[config.mk]
export PLATFORM = sky130hd
export DESIGN_NAME = axi_rd_responder
export DESIGN_NICKNAME = d
export VERILOG_FILES = /design/src/rtl/axi_pkg.sv /design/src/rtl/r_skid_fifo.sv /design/src/rtl/axi_rd_responder.sv
export SDC_FILE = /design/constraint.sdc
export NUM_CORES = 1
export LEC_CHECK = 0
export CAP_MARGIN = 20
export CELL_PAD_IN_SITES_DETAIL_PLACEMENT = 0
export CELL_PAD_IN_SITES_GLOBAL_PLACEMENT = 1
export CORE_ASPECT_RATIO = 0.7
export CORE_MARGIN = 2
export CORE_UTILIZATION = 42
export CTS_BUF_LIST = sky130_fd_sc_hd__clkbuf_4 sky130_fd_sc_hd__clkbuf_8
export CTS_CLUSTER_SIZE = 10
export DETAILED_ROUTE_END_ITERATION = 8
export PLACE_DENSITY = 0.83
export SYNTH_ARGS = -nofsm -noshare
export SYNTH_HDL_FRONTEND = slang
export SYNTH_SLANG_ARGS = --single-unit
[constraint.sdc]
create_clock -name clk -period 4.7 [get_ports clk]
set_input_delay 0.47 -clock clk [delete_from_list [all_inputs] [get_ports clk]]
set_output_delay 0.47 -clock clk [all_outputs]
set_load 0.005 [all_outputs]
[src/rtl/axi_pkg.sv]
// Shared AXI4 encodings and the R-channel beat payload used by the read responder.
package axi_pkg;

    localparam int unsigned AXI_DATA_W = 32;

    typedef enum logic [1:0] {
        BURST_FIXED = 2'b00,
        BURST_INCR  = 2'b01,
        BURST_WRAP  = 2'b10,
        BURST_RSVD  = 2'b11
    } axi_burst_e;

    typedef enum logic [1:0] {
        RESP_OKAY   = 2'b00,
        RESP_EXOKAY = 2'b01,
        RESP_SLVERR = 2'b10,
        RESP_DECERR = 2'b11
    } axi_resp_e;

    typedef struct packed {
        logic [AXI_DATA_W-1:0] data;
        logic [1:0]            resp;
        logic                  last;
    } r_beat_t;

    // WRAP bursts are only legal with 2, 4, 8 or 16 beats.
    function automatic logic wrap_len_ok(input logic [7:0] len);
        return (len == 8'd1) || (len == 8'd3) || (len == 8'd7) || (len == 8'd15);
    endfunction

endpackage

[src/rtl/r_skid_fifo.sv]
// Two-entry FIFO holding R beats; head entry drives the R channel directly.
module r_skid_fifo
    import axi_pkg::*;
(
    input  logic       clk,
    input  logic       rst,
    input  logic       push,
    input  r_beat_t    push_beat,
    input  logic       pop,
    output r_beat_t    head,
    output logic       head_valid,
    output logic [1:0] occ
);

    r_beat_t    mem_q [2];
    r_beat_t    mem_d [2];
    logic       wr_q, wr_d;
    logic       rd_q, rd_d;
    logic [1:0] cnt_q, cnt_d;
    logic       do_push;
    logic       do_pop;

    always_comb begin
        do_pop  = pop && (cnt_q != 2'd0);
        do_push = push && ((cnt_q != 2'd2) || do_pop);
        mem_d   = mem_q;
        wr_d    = wr_q ^ do_push;
        rd_d    = rd_q ^ do_pop;
        cnt_d   = cnt_q + 2'(do_push) - 2'(do_pop);
        if (do_push) begin
            mem_d[wr_q] = push_beat;
        end
    end

    always_ff @(posedge clk or posedge rst) begin
        if (rst) begin
            mem_q[0] <= '0;
            mem_q[1] <= '0;
            wr_q     <= 1'b0;
            rd_q     <= 1'b0;
            cnt_q    <= 2'd0;
        end else begin
            mem_q <= mem_d;
            wr_q  <= wr_d;
            rd_q  <= rd_d;
            cnt_q <= cnt_d;
        end
    end

    assign head       = mem_q[rd_q];
    assign head_valid = (cnt_q != 2'd0);
    assign occ        = cnt_q;

endmodule

[src/rtl/axi_rd_responder.sv]
// AXI4 read slave: walks FIXED/INCR/WRAP bursts over a 1-cycle SRAM and returns
// beats through a 2-entry buffer, one beat per cycle when the master is ready.
module axi_rd_responder
    import axi_pkg::*;
#(
    parameter int unsigned MEM_AW = 10,
    parameter int unsigned ADDR_W = 32
) (
    input  logic                  clk,
    input  logic                  rst,
    input  logic [ADDR_W-1:0]     araddr,
    input  logic [7:0]            arlen,
    input  logic [2:0]            arsize,
    input  logic [1:0]            arburst,
    input  logic                  arvalid,
    output logic                  arready,
    output logic [AXI_DATA_W-1:0] rdata,
    output logic [1:0]            rresp,
    output logic                  rlast,
    output logic                  rvalid,
    input  logic                  rready,
    output logic                  mem_en,
    output logic [MEM_AW-1:0]     mem_addr,
    input  logic [AXI_DATA_W-1:0] mem_rdata
);

    typedef enum logic {S_IDLE, S_BURST} state_e;

    state_e            state_q, state_d;
    logic [ADDR_W-1:0] addr_q, addr_d;
    logic [7:0]        len_q, len_d;
    logic [2:0]        size_q, size_d;
    logic [1:0]        burst_q, burst_d;
    logic              err_q, err_d;
    logic [8:0]        left_q, left_d;
    logic              fl_q, fl_d;
    logic              fl_err_q, fl_err_d;
    logic              fl_last_q, fl_last_d;

    logic [ADDR_W-1:0] step;
    logic [ADDR_W-1:0] wrap_mask;
    logic [ADDR_W-1:0] next_addr;
    logic              ar_err;
    logic              pop;
    logic              issue;
    logic [1:0]        occ;
    logic [2:0]        pending;
    logic              head_valid;
    r_beat_t           head;
    r_beat_t           push_beat;

    // Burst address generator.
    always_comb begin
        step      = ADDR_W'(1) << size_q;
        wrap_mask = ((ADDR_W'(len_q) + ADDR_W'(1)) << size_q) - ADDR_W'(1);
        case (burst_q)
            BURST_INCR: next_addr = addr_q + step;
            BURST_WRAP: next_addr = (addr_q & ~wrap_mask) | ((addr_q + step) & wrap_mask);
            default:    next_addr = addr_q;
        endcase
    end

    assign ar_err = (arsize > 3'd2) || (arburst == BURST_RSVD) ||
                    ((arburst == BURST_WRAP) && !wrap_len_ok(arlen));

    // A slot is reserved in the buffer for every read in flight, so issuing is
    // gated on buffered + in-flight beats (net of this cycle's pop) staying below 2.
    assign pop     = head_valid && rready;
    assign pending = 3'(occ) + 3'(fl_q) - 3'(pop);
    assign issue   = (state_q == S_BURST) && (left_q != 9'd0) && (pending < 3'd2);

    always_comb begin
        state_d   = state_q;
        addr_d    = addr_q;
        len_d     = len_q;
        size_d    = size_q;
        burst_d   = burst_q;
        err_d     = err_q;
        left_d    = left_q;
        fl_d      = issue;
        fl_err_d  = err_q;
        fl_last_d = (left_q == 9'd1);
        case (state_q)
            S_IDLE: begin
                if (arvalid) begin
                    addr_d  = araddr;
                    len_d   = arlen;
                    size_d  = arsize;
                    burst_d = arburst;
                    err_d   = ar_err;
                    left_d  = 9'(arlen) + 9'd1;
                    state_d = S_BURST;
                end
            end
            S_BURST: begin
                if (issue) begin
                    left_d = left_q - 9'd1;
                    addr_d = next_addr;
                end
                if (pop && head.last) begin
                    state_d = S_IDLE;
                end
            end
            default: state_d = S_IDLE;
        endcase
    end

    always_ff @(posedge clk or posedge rst) begin
        if (rst) begin
            state_q   <= S_IDLE;
            addr_q    <= '0;
            len_q     <= 8'd0;
            size_q    <= 3'd0;
            burst_q   <= 2'd0;
            err_q     <= 1'b0;
            left_q    <= 9'd0;
            fl_q      <= 1'b0;
            fl_err_q  <= 1'b0;
            fl_last_q <= 1'b0;
        end else begin
            state_q   <= state_d;
            addr_q    <= addr_d;
            len_q     <= len_d;
            size_q    <= size_d;
            burst_q   <= burst_d;
            err_q     <= err_d;
            left_q    <= left_d;
            fl_q      <= fl_d;
            fl_err_q  <= fl_err_d;
            fl_last_q <= fl_last_d;
        end
    end

    // Error slots follow the same pipeline as reads but carry zero data.
    always_comb begin
        push_beat.data = fl_err_q ? '0 : mem_rdata;
        push_beat.resp = fl_err_q ? RESP_SLVERR : RESP_OKAY;
        push_beat.last = fl_last_q;
    end

    r_skid_fifo u_fifo (
        .clk        (clk),
        .rst        (rst),
        .push       (fl_q),
        .push_beat  (push_beat),
        .pop        (pop),
        .head       (head),
        .head_valid (head_valid),
        .occ        (occ)
    );

    assign arready  = (state_q == S_IDLE);
    assign mem_en   = issue && !err_q;
    assign mem_addr = addr_q[MEM_AW+1:2];
    assign rdata    = head.data;
    assign rresp    = head.resp;
    assign rlast    = head.last;
    assign rvalid   = head_valid;

endmodule

==> results.yml <==
status:
  status: "finished, final reports clean"
cts:
  clock_latency_ps: 380
  clk_pin_slew_worst_paths_ps: 110
  cts_root_buffer: "clkbuf_8"
  hold_buffers: 0
  cts_htree_levels: 3
  cts_setup_buffers: 0
  numCtsBuffers: 9
  cts_sinks: 111
  cts_tree: "yes"
  clock_path_buffers: 2
  cts-resized-gates: 0
die:
  core_region_area_um2: 16200
  dieHeight_um: 111
  rows: 39
  die_x_um: 157
  die-area_um2: 17500
  start_util_pct: 42.5
  ios: 129
sta:
  hold_viol_final: 0
  clock.fmax_mhz: 270
  skew_ps: 14.8
  tightest_slew_ps: 1060
  slew_headroom_pct: 29.5
  period_share_pct: 78.9
  fin_ws_ps: 990
  setup_tns_ps: 0
  rsz0062_at_grt: "no"
  min_period_ps: 3710
  slew_viol_final: 0
  report.final.setup_viol: 0
yosys:
  synth_edf_count: 0
  synth.cell_area_um2: 6890
  netlist_instances: 681
  synth_fp_nets: 783
  avgSynthCellArea_um2: 10.1
  ys.warnings.count: 0
  synth_top_area_share_pct: 40.3
  synth_cell_types: 71
  synthTopCellsByArea: "dfrtp_1 40%, mux2_2 17%, a21oi_1 3.6%, ha_1 3.5%, nor2b_1 3.5%"
  yosysMostFrequentCell: "dfrtp_1"
  yosys_register_bits: 111
  synthArstFlopShare_pct: 100
  synthFlopType: "dfrtp_1"
  yosys.area.top_type: "dfrtp_1"
  synth_common_cells: "111 x dfrtp_1, 105 x mux2_2, 60 x nand2_1"
  ys_seq_area_share_pct: 40.3
detailed_routing:
  viasPerCell: 5.43
  drc: 0
  drtIter0Drc: 274
  highest_layer: "met4"
  met2_length_mm: 7.60
  dr.pass1.iters: 5
  routed_wl_mm: 17.0
  wl_per_cell_um: 17.2
  wl_met3_um: 679
  ant_nets: 0
  met1Wirelength_mm: 8.44
  vias: 5344
global_route:
  grt_start_max_net_pins: 77
  grt.overflow.total: 0
  grt_pass1_wl_mm: 27.5
  grtUsageTotal_pct: 19.6
  grt_antenna_before_repair: 0
  grt_pass1_vias: 5415
worst_setup_path:
  startpoint_type: "flop"
  worstPathArrival_ps: 3240
  cp_max_fo: 3
  path_class: "reg2out"
  cp-end-kind: "output port"
  required_ps: 4230
  ff2ff_path_depth: 17
layout:
  layout.nets: 858
  drive_above_1_share_pct: 19.6
  synthToLayoutAreaGrowth_pct: 19.6
  utilization_pct: 50.8
  diodes: 0
  instances_no_fill: 985
  nFillCells: 1504
placed_design:
  place_congestion: 0.832
  post-place-ws_ps: 887
  placed_cells: 970
  io_buffers: 107
  hpwlAfterDp_mm: 12.1
power:
  p_total_w: 0.00575
  p_leak_nw: 3.56
  peakVddDrop_mv: 0.230
  cellPowerDensity_nw_per_um2: 697
job:
  maxCapViolCount: 0
min_path:
  hold_depth: 0
  min_path_type: "reg2reg"
[power by group]
part           leakage (nW)  total, W  switching, W  internal (W)
clock                0.0907  0.000566      0.000355      0.000211
sequential             1.37   0.00182      0.000448       0.00137
combinational          2.10   0.00336       0.00164       0.00173
[cell families after synthesis]
kind of cell,after synthesis,share of synthesized area [%]
AND/OR/NAND/NOR,191,14.4
AO/OA/AOI/OAI,136,13.0
multiplexers,116,19.0
flip-flops,111,40.3
buffers and inverters,77,5.38
XOR/XNOR,28,3.67
adder cells (fa/ha/maj),21,4.03
other,1,0.0545
[final timing paths]
check / slack [ps] / start / end
min in group asynchronous: 640 / rst / asynchronous set/reset pin
worst min register to register: 440 / err_q / fl_err_q
max in group asynchronous: 3030 / rst / u_fifo.mem_q[39]
worst min-delay path: 440 / err_q / fl_err_q
worst max register to register: 1150 / u_fifo.occ[1] / flop
worst max-delay path: 990 / u_fifo.occ[1] / mem_en
[worst max-delay path, stage by stage (launching register included)]
cell and delay (ps):
dfrtp_1 440, inv_1 120, nand2_1 90, nand2_1 110, inv_1 70, ha_1 270
inv_1 90, nand2_1 70, fa_1 370, xnor2_1 150, and3_1 190, o21ai_0 140
nor2_1 220, clkdlybuf4s50_1 540
[layout make-up]
class                           count  area [um^2]  share of cell area (%)
Sequential cell                   111         2780                    33.7
Clock inverter                      5         41.3                   0.501
Inverter                           23         88.8                    1.08
Multi-Input combinational cell    493         3740                    45.4
Tap cell                          225          282                    3.42
Timing Repair Buffer              118         1170                    14.2
Clock buffer                       10          138                    1.67
[stage by stage]
step	cell area [um^2]	hold WS, ps
floorplan	6890	374
global placement	8030	410
detailed placement	8060	420
CTS	8240	446
global route	8240	458
finish	8240	438
[cell usage in the layout, fill, tap and decap left out, types with 3 or more instances in the layout]
cell / Yosys / routed
ha_1: 19 / 19
a211o_1: 3 / 3
nor2b_1: 38 / 38
a21o_1: 8 / 8
a31oi_1: 6 / 6
o22ai_1: 5 / 5
mux2i_1: 9 / 9
dfrtp_1: 111 / 111
xnor2_1: 18 / 18
nand2_1: 60 / 60
buf_4: 14 / 10
nor3_1: 15 / 15
clkdlybuf4s50_1: 0 / 107
mux2_2: 105 / 105
a221oi_1: 3 / 3
nand2b_1: 4 / 4
nand3_1: 13 / 13
inv_1: 22 / 21
or3_1: 4 / 4
and3_1: 7 / 7
clkbuf_8: 0 / 10
nand4b_1: 4 / 4
nor2_1: 29 / 29
a211oi_1: 5 / 5
a21oi_1: 50 / 50
xor2_1: 9 / 9
o21ai_0: 28 / 28
[routing by layer]
layer	up-vias	GRT usage, %
met1	2651	28.4
met2	127	30.3
li1	2547	-
met4	0	5.27
met5	-	0
met3	19	3.56
Note: power is estimated with default switching activity, not from simulation.
